===== src/rtl/dcache_data_arbiter.sv =====
// Single-port dcache data SRAM arbiter: miss > store > load, miss lock for multi-beat refills,
// 1-cycle read tracking. Optional load starvation guard: DCACHE_ARB_STARVE_GUARD_EN.
module dcache_data_arbiter #(
    parameter int unsigned  DATA_WIDTH = 128,
    parameter int unsigned  NUM_WORDS  = 256,
    parameter int unsigned  MAX_WAIT   = 7,
    localparam int unsigned ADDR_WIDTH = $clog2(NUM_WORDS),
    localparam int unsigned BE_WIDTH   = DATA_WIDTH / 8
) (
    input  logic                  clk_i,
    input  logic                  rst_ni,
    input  logic                  miss_req_i,
    input  logic                  miss_lock_i,
    input  logic                  miss_we_i,
    input  logic [BE_WIDTH-1:0]   miss_be_i,
    input  logic [ADDR_WIDTH-1:0] miss_addr_i,
    input  logic [DATA_WIDTH-1:0] miss_wdata_i,
    output logic                  miss_gnt_o,
    output logic                  miss_rvalid_o,
    input  logic                  st_req_i,
    input  logic [BE_WIDTH-1:0]   st_be_i,
    input  logic [ADDR_WIDTH-1:0] st_addr_i,
    input  logic [DATA_WIDTH-1:0] st_wdata_i,
    output logic                  st_gnt_o,
    input  logic                  ld_req_i,
    input  logic [ADDR_WIDTH-1:0] ld_addr_i,
    output logic                  ld_gnt_o,
    output logic                  ld_rvalid_o,
    output logic [DATA_WIDTH-1:0] rdata_o,
    output logic                  sram_en_o,
    output logic                  sram_we_o,
    output logic [BE_WIDTH-1:0]   sram_be_o,
    output logic [ADDR_WIDTH-1:0] sram_addr_o,
    output logic [DATA_WIDTH-1:0] sram_wdata_o,
    input  logic [DATA_WIDTH-1:0] sram_rdata_i
);

    if ((MAX_WAIT < 1) || (MAX_WAIT > 15)) begin : g_bad_max_wait
        $error("dcache_data_arbiter: MAX_WAIT must be within 1..15");
    end
    if ((DATA_WIDTH % 8) != 0) begin : g_bad_data_width
        $error("dcache_data_arbiter: DATA_WIDTH must be a multiple of 8");
    end

    typedef enum logic {
        S_IDLE   = 1'b0,
        S_LOCKED = 1'b1
    } state_t;

    typedef enum logic [1:0] {
        OWN_NONE = 2'b00,
        OWN_MISS = 2'b01,
        OWN_LOAD = 2'b10
    } owner_t;

    state_t r_state;
    state_t w_state_nxt;
    owner_t r_owner;
    logic   w_miss_gnt;
    logic   w_st_gnt;
    logic   w_ld_gnt;
    logic   w_starve;

`ifdef DCACHE_ARB_STARVE_GUARD_EN
    logic [3:0] r_wait_cnt;

    assign w_starve = (r_wait_cnt >= 4'(MAX_WAIT));

    // Count IDLE cycles in which a waiting load was passed over; a load grant clears it.
    always_ff @(posedge clk_i or negedge rst_ni) begin
        if (!rst_ni) begin
            r_wait_cnt <= 4'd0;
        end else if (w_ld_gnt) begin
            r_wait_cnt <= 4'd0;
        end else if ((r_state == S_IDLE) && ld_req_i) begin
            r_wait_cnt <= r_wait_cnt + 4'd1;
        end else begin
            r_wait_cnt <= r_wait_cnt;
        end
    end
`else
    assign w_starve = 1'b0;
`endif

    // Grant selection; reset low forces every grant off.
    always_comb begin
        w_miss_gnt = 1'b0;
        w_st_gnt   = 1'b0;
        w_ld_gnt   = 1'b0;
        if (!rst_ni) begin
            w_miss_gnt = 1'b0;
        end else if (r_state == S_LOCKED) begin
            w_miss_gnt = miss_req_i;
        end else if (w_starve && ld_req_i) begin
            w_ld_gnt = 1'b1;
        end else if (miss_req_i) begin
            w_miss_gnt = 1'b1;
        end else if (st_req_i) begin
            w_st_gnt = 1'b1;
        end else if (ld_req_i) begin
            w_ld_gnt = 1'b1;
        end else begin
            w_ld_gnt = 1'b0;
        end
    end

    // Lock tracking: a locking miss grant holds the SRAM until the miss handler releases it.
    always_comb begin
        w_state_nxt = r_state;
        case (r_state)
            S_IDLE: begin
                if (w_miss_gnt && miss_lock_i) begin
                    w_state_nxt = S_LOCKED;
                end else begin
                    w_state_nxt = S_IDLE;
                end
            end
            S_LOCKED: begin
                if ((w_miss_gnt && !miss_lock_i) || (!miss_req_i && !miss_lock_i)) begin
                    w_state_nxt = S_IDLE;
                end else begin
                    w_state_nxt = S_LOCKED;
                end
            end
            default: w_state_nxt = S_IDLE;
        endcase
    end

    // FSM state register.
    always_ff @(posedge clk_i or negedge rst_ni) begin
        if (!rst_ni) begin
            r_state <= S_IDLE;
        end else begin
            r_state <= w_state_nxt;
        end
    end

    // Remember who issued the read so its data is steered the next cycle.
    always_ff @(posedge clk_i or negedge rst_ni) begin
        if (!rst_ni) begin
            r_owner <= OWN_NONE;
        end else if (w_miss_gnt && !miss_we_i) begin
            r_owner <= OWN_MISS;
        end else if (w_ld_gnt) begin
            r_owner <= OWN_LOAD;
        end else begin
            r_owner <= OWN_NONE;
        end
    end

    // SRAM port driven from the granted payload, all zero when idle.
    always_comb begin
        sram_en_o    = 1'b0;
        sram_we_o    = 1'b0;
        sram_be_o    = {BE_WIDTH{1'b0}};
        sram_addr_o  = {ADDR_WIDTH{1'b0}};
        sram_wdata_o = {DATA_WIDTH{1'b0}};
        if (w_miss_gnt) begin
            sram_en_o    = 1'b1;
            sram_we_o    = miss_we_i;
            sram_be_o    = miss_be_i;
            sram_addr_o  = miss_addr_i;
            sram_wdata_o = miss_wdata_i;
        end else if (w_st_gnt) begin
            sram_en_o    = 1'b1;
            sram_we_o    = 1'b1;
            sram_be_o    = st_be_i;
            sram_addr_o  = st_addr_i;
            sram_wdata_o = st_wdata_i;
        end else if (w_ld_gnt) begin
            sram_en_o    = 1'b1;
            sram_addr_o  = ld_addr_i;
        end else begin
            sram_en_o    = 1'b0;
        end
    end

    // Read data is exposed only while the matching rvalid is high.
    always_comb begin
        rdata_o = {DATA_WIDTH{1'b0}};
        case (r_owner)
            OWN_MISS: rdata_o = sram_rdata_i;
            OWN_LOAD: rdata_o = sram_rdata_i;
            default:  rdata_o = {DATA_WIDTH{1'b0}};
        endcase
    end

    assign miss_gnt_o    = w_miss_gnt;
    assign st_gnt_o      = w_st_gnt;
    assign ld_gnt_o      = w_ld_gnt;
    assign miss_rvalid_o = (r_owner == OWN_MISS);
    assign ld_rvalid_o   = (r_owner == OWN_LOAD);

endmodule


===== config.mk =====
export PLATFORM = sky130hd
export DESIGN_NAME = dcache_data_arbiter
export DESIGN_NICKNAME = d
export VERILOG_FILES = /design/src/rtl/dcache_data_arbiter.sv
export SDC_FILE = /design/constraint.sdc
export NUM_CORES = 1
export LEC_CHECK = 0
export CAP_MARGIN = 20
export CELL_PAD_IN_SITES_DETAIL_PLACEMENT = 1
export CELL_PAD_IN_SITES_GLOBAL_PLACEMENT = 1
export CORE_AREA = 5 5 282 284
export CTS_CLUSTER_DIAMETER = 100
export DETAILED_ROUTE_END_ITERATION = 10
export DIE_AREA = 0 0 287 289
export GPL_TIMING_DRIVEN = 1
export PLACE_DENSITY_LB_ADDON = 0.25
export REMOVE_ABC_BUFFERS = 1
export SLEW_MARGIN = 20
export SYNTH_ARGS = -nofsm -noshare
export SYNTH_HDL_FRONTEND = slang
export SYNTH_SLANG_ARGS = --single-unit

===== constraint.sdc =====
create_clock -name clk_i -period 1.9 [get_ports clk_i]
set_input_delay 0.38 -clock clk_i [delete_from_list [all_inputs] [get_ports clk_i]]
set_output_delay 0.38 -clock clk_i [all_outputs]
set_load 0.02 [all_outputs]

==> results.sh <==
export IMPL_via_count=6807
export IMPL_place_congestion=0.857
export IMPL_hold_buffers=0
export IMPL_num_fill_cells=8874
export IMPL_final_net_count=1645
export IMPL_cap_viol_max_count=0
export IMPL_synthMostInstantiatedCell="sky130_fd_sc_hd__a22o_1"
export IMPL_remaining_antenna_violation_count_after_routing=0
export IMPL_gate_count_post_synth=354
export IMPL_synth_yosys_seq_area_share=0.0287
export IMPL_dr_first_iter_drc_count=134
export IMPL_dp_hpwl_um=49900
export IMPL_dpl_instance_area_um2=11700
export IMPL_netlist_area_leader_share=0.513
export IMPL_cts_tree="built"
export IMPL_drt_pass1_iterations=4
export IMPL_grt_max_degree=23
export IMPL_path_max_fanout=6
export IMPL_dominant_combinational_cell_family_by_area_after_synthesis="compound AO/OA/AOI/OAI gates"
export IMPL_post_drt_wl_per_cell_um=26.4
export IMPL_critical_path_startpoint_type="register"
export IMPL_worst_skew_pair_latency_ns=0.23
export IMPL_setup_repair_after_global_routing_missed_its_margin="yes"
export IMPL_pwr_density_nw_per_um2=273
export IMPL_synth_lib_cells_used_distinct=15
export IMPL_area_share_of_and_or_nand_nor_cells_after_synthesis=0.328
export IMPL_post_route_cells_drive_above_1_share=0.477
export IMPL_final_setup_skew_ns=0.000122
export IMPL_period_needed_ns=2.25
export IMPL_clockRootBuffer="sky130_fd_sc_hd__clkbuf_16"
export IMPL_violations="setup timing"
export IMPL_die_area_um2=82900
export IMPL_final_hold_violation_count=0
export IMPL_cts_buffers_inserted=3
export IMPL_synth_xor_xnor_area_share=0
export IMPL_number_of_flops_mapped_to_enable_cells_by_yosys=0
export IMPL_synthesis_yosys_warnings=0
export IMPL_numPlacedInstances=2154
export IMPL_r2r_slack_ns=0.85
export IMPL_setup_viol=269
export IMPL_routed_via_density=3.03
export IMPL_total_power_w=0.00395
export IMPL_cts_path_max_buffers=2
export IMPL_setup_slack_ns=-0.352
export IMPL_drc_violations_left=0
export IMPL_synth_compound_area_share=0.539
export IMPL_mappedNetlistArea_um2=2610
export IMPL_globalRoute_totalOverflow=0
export IMPL_floorplan_core_area_um2=76800
export IMPL_antenna_found_initial=24
export IMPL_synth_largest_area_cell="sky130_fd_sc_hd__a22o_1"
export IMPL_worst_setup_path_type="register to output port"
export IMPL_synth_ff_type="sky130_fd_sc_hd__dfrtp_1"
export IMPL_grt_first_pass_wirelength_um=72600
export IMPL_cp_data_required_time_ns=1.52
export IMPL_number_of_h_tree_levels=1
export IMPL_floorplan_initialDensity=0.0340
export IMPL_clkSlewWorstSetupHoldPaths_ns=0.03
export IMPL_worstSetupEndpointType="output port"
export IMPL_io_pin_count=734
export IMPL_synthToLayoutAreaGrowth_pct=454
export IMPL_die_width_um=287
export IMPL_finalNonFillerCells=2247
export IMPL_io_buffer_count=733
export IMPL_finalWirelength_um=59300
export IMPL_globalRouteTotalUtil=0.129
export IMPL_synthTopCellsByArea="sky130_fd_sc_hd__a22o_1 51%, sky130_fd_sc_hd__nor2b_1 31%, sky130_fd_sc_hd__buf_2 5.9%, sky130_fd_sc_hd__dfrtp_1 2.9%, sky130_fd_sc_hd__a21o_1 2.6%"
export IMPL_synth_mux_area_fraction=0.00431
export IMPL_yosys_register_bits=3
export IMPL_avgSynthCellArea_um2=7.38
export IMPL_fin_crit_sh=1.19
export IMPL_number_of_global_route_vias_before_repair=7604
export IMPL_class_of_the_tightest_hold_or_removal_check="primary input to asynchronous set/reset pin"
export IMPL_ys_async_sr_fraction=1.00
export IMPL_relSlewSlack=0.836
export IMPL_finalMaxSlewViolations=0
export IMPL_final_design_area_no_fill_um2=14500
export IMPL_core_rowCount=102
export IMPL_detailedPlace_worstSlack_ns=-0.930
export IMPL_synth_cells_most_frequent="153 x sky130_fd_sc_hd__a22o_1, 129 x sky130_fd_sc_hd__nor2b_1, 31 x sky130_fd_sc_hd__buf_2"
export IMPL_power_static_leakage_nw=6.15
export IMPL_run_status="complete, but fails checks"
export IMPL_fmax_mhz=444
export IMPL_synthesized_area_fraction_occupied_by_adder_cells=0.00958
export IMPL_die_height_um=289
export IMPL_transition_time_at_the_pin_with_the_least_slew_margin_ns=0.245
export IMPL_fin_util=0.188
export IMPL_worst_ir_drop_vdd_uv=207
export IMPL_worst_ep_arrival_time_ns=1.87
export IMPL_cts_num_sinks=3
layout by cell type (no fill, tap or decap), types with 3 or more instances in the layout:
master,Yosys,final
sky130_fd_sc_hd__dlymetal6s2s_1,0,3
sky130_fd_sc_hd__dfrtp_1,3,3
sky130_fd_sc_hd__buf_8,0,19
sky130_fd_sc_hd__buf_6,1,275
sky130_fd_sc_hd__buf_4,0,88
sky130_fd_sc_hd__a21o_1,9,8
sky130_fd_sc_hd__nor2b_2,0,8
sky130_fd_sc_hd__diode_2,0,12
sky130_fd_sc_hd__buf_16,0,12
sky130_fd_sc_hd__a22o_4,0,17
sky130_fd_sc_hd__nor2b_1,129,24
sky130_fd_sc_hd__clkdlybuf4s50_1,0,444
sky130_fd_sc_hd__a22o_1,153,136
sky130_fd_sc_hd__clkbuf_16,0,10
sky130_fd_sc_hd__buf_12,0,33
sky130_fd_sc_hd__nor2b_4,0,97
stage by stage:
step | TNS [ns] | hold slack [ns]
floorplan | -540.40 | 0.0844
global placement | -155.45 | 0.601
detailed placement | -158.68 | 0.608
CTS | -73.87 | 0.0393
global route | -68.41 | 0.0480
finish | -51.98 | 0.0406
power by group:
| part | internal, W | switching, W | total (W) |
|---|---|---|---|
| clock | 0.000277 | 0.0000623 | 0.000340 |
| combinational | 0.00213 | 0.00142 | 0.00354 |
| sequential | 0.0000685 | 0.00000282 | 0.0000713 |
layer usage:
metal	vias up	part of all wire	track usage
met3	38	0.093	0.0481
met5	-	0.00069	0.00581
met2	480	0.50	0.233
li1	3045	-	-
met4	6	0.012	0.0128
met1	3238	0.40	0.149
state kept, by name, summed over array words and instances, names as in the netlist:
signal / count
r_state: 1
r_owner: 2
critical path, cell delays in order (launching register included):
cell,delay [ns]
sky130_fd_sc_hd__dfrtp_1,0.37
sky130_fd_sc_hd__and4bb_4,0.46
sky130_fd_sc_hd__buf_16,0.16
sky130_fd_sc_hd__buf_12,0.10
sky130_fd_sc_hd__buf_8,0.09
sky130_fd_sc_hd__buf_4,0.14
sky130_fd_sc_hd__a22o_1,0.16
sky130_fd_sc_hd__buf_6,0.14
repair_timing:
action	CTS	global route
setup buffers	45	48
setup endpoints to repair	283	282
gates cloned	15	7
resized for setup	1086	599
pin swaps	26	45
cell type report:
type	instances	area, um^2	share of cell area
antenna	12	30.0	0.00207
clock buffer	4	78.8	0.00545
inverter	2	7.51	0.000519
multi-input combinational	300	3230	0.223
sequential	3	75.1	0.00519
tap	1040	1300	0.0899
timing repair buffer	886	9750	0.674
path summary, 6_finish.rpt:
| kind | start | endpoint | cells after the start |
|---|---|---|---|
| setup / recovery | r_state | sram_wdata_o[117] | 7 |
| hold / removal | rst_ni | r_state | 2 |
| setup reg to reg | r_state | r_state | 3 |
| hold reg to reg | r_state | r_state | 2 |
| max in group asynchronous | rst_ni | r_owner[0] | 2 |
| min in group clk_i | miss_req_i | r_state | 3 |
logic make-up after synthesis:
| group | Yosys count |
|---|---|
| flops | 3 |
| fa+ha+maj | 2 |
| simple gates | 135 |
| mux | 1 |
| compound gates | 162 |
| buf+inv | 51 |
Note: power is estimated with default switching activity, not from simulation.
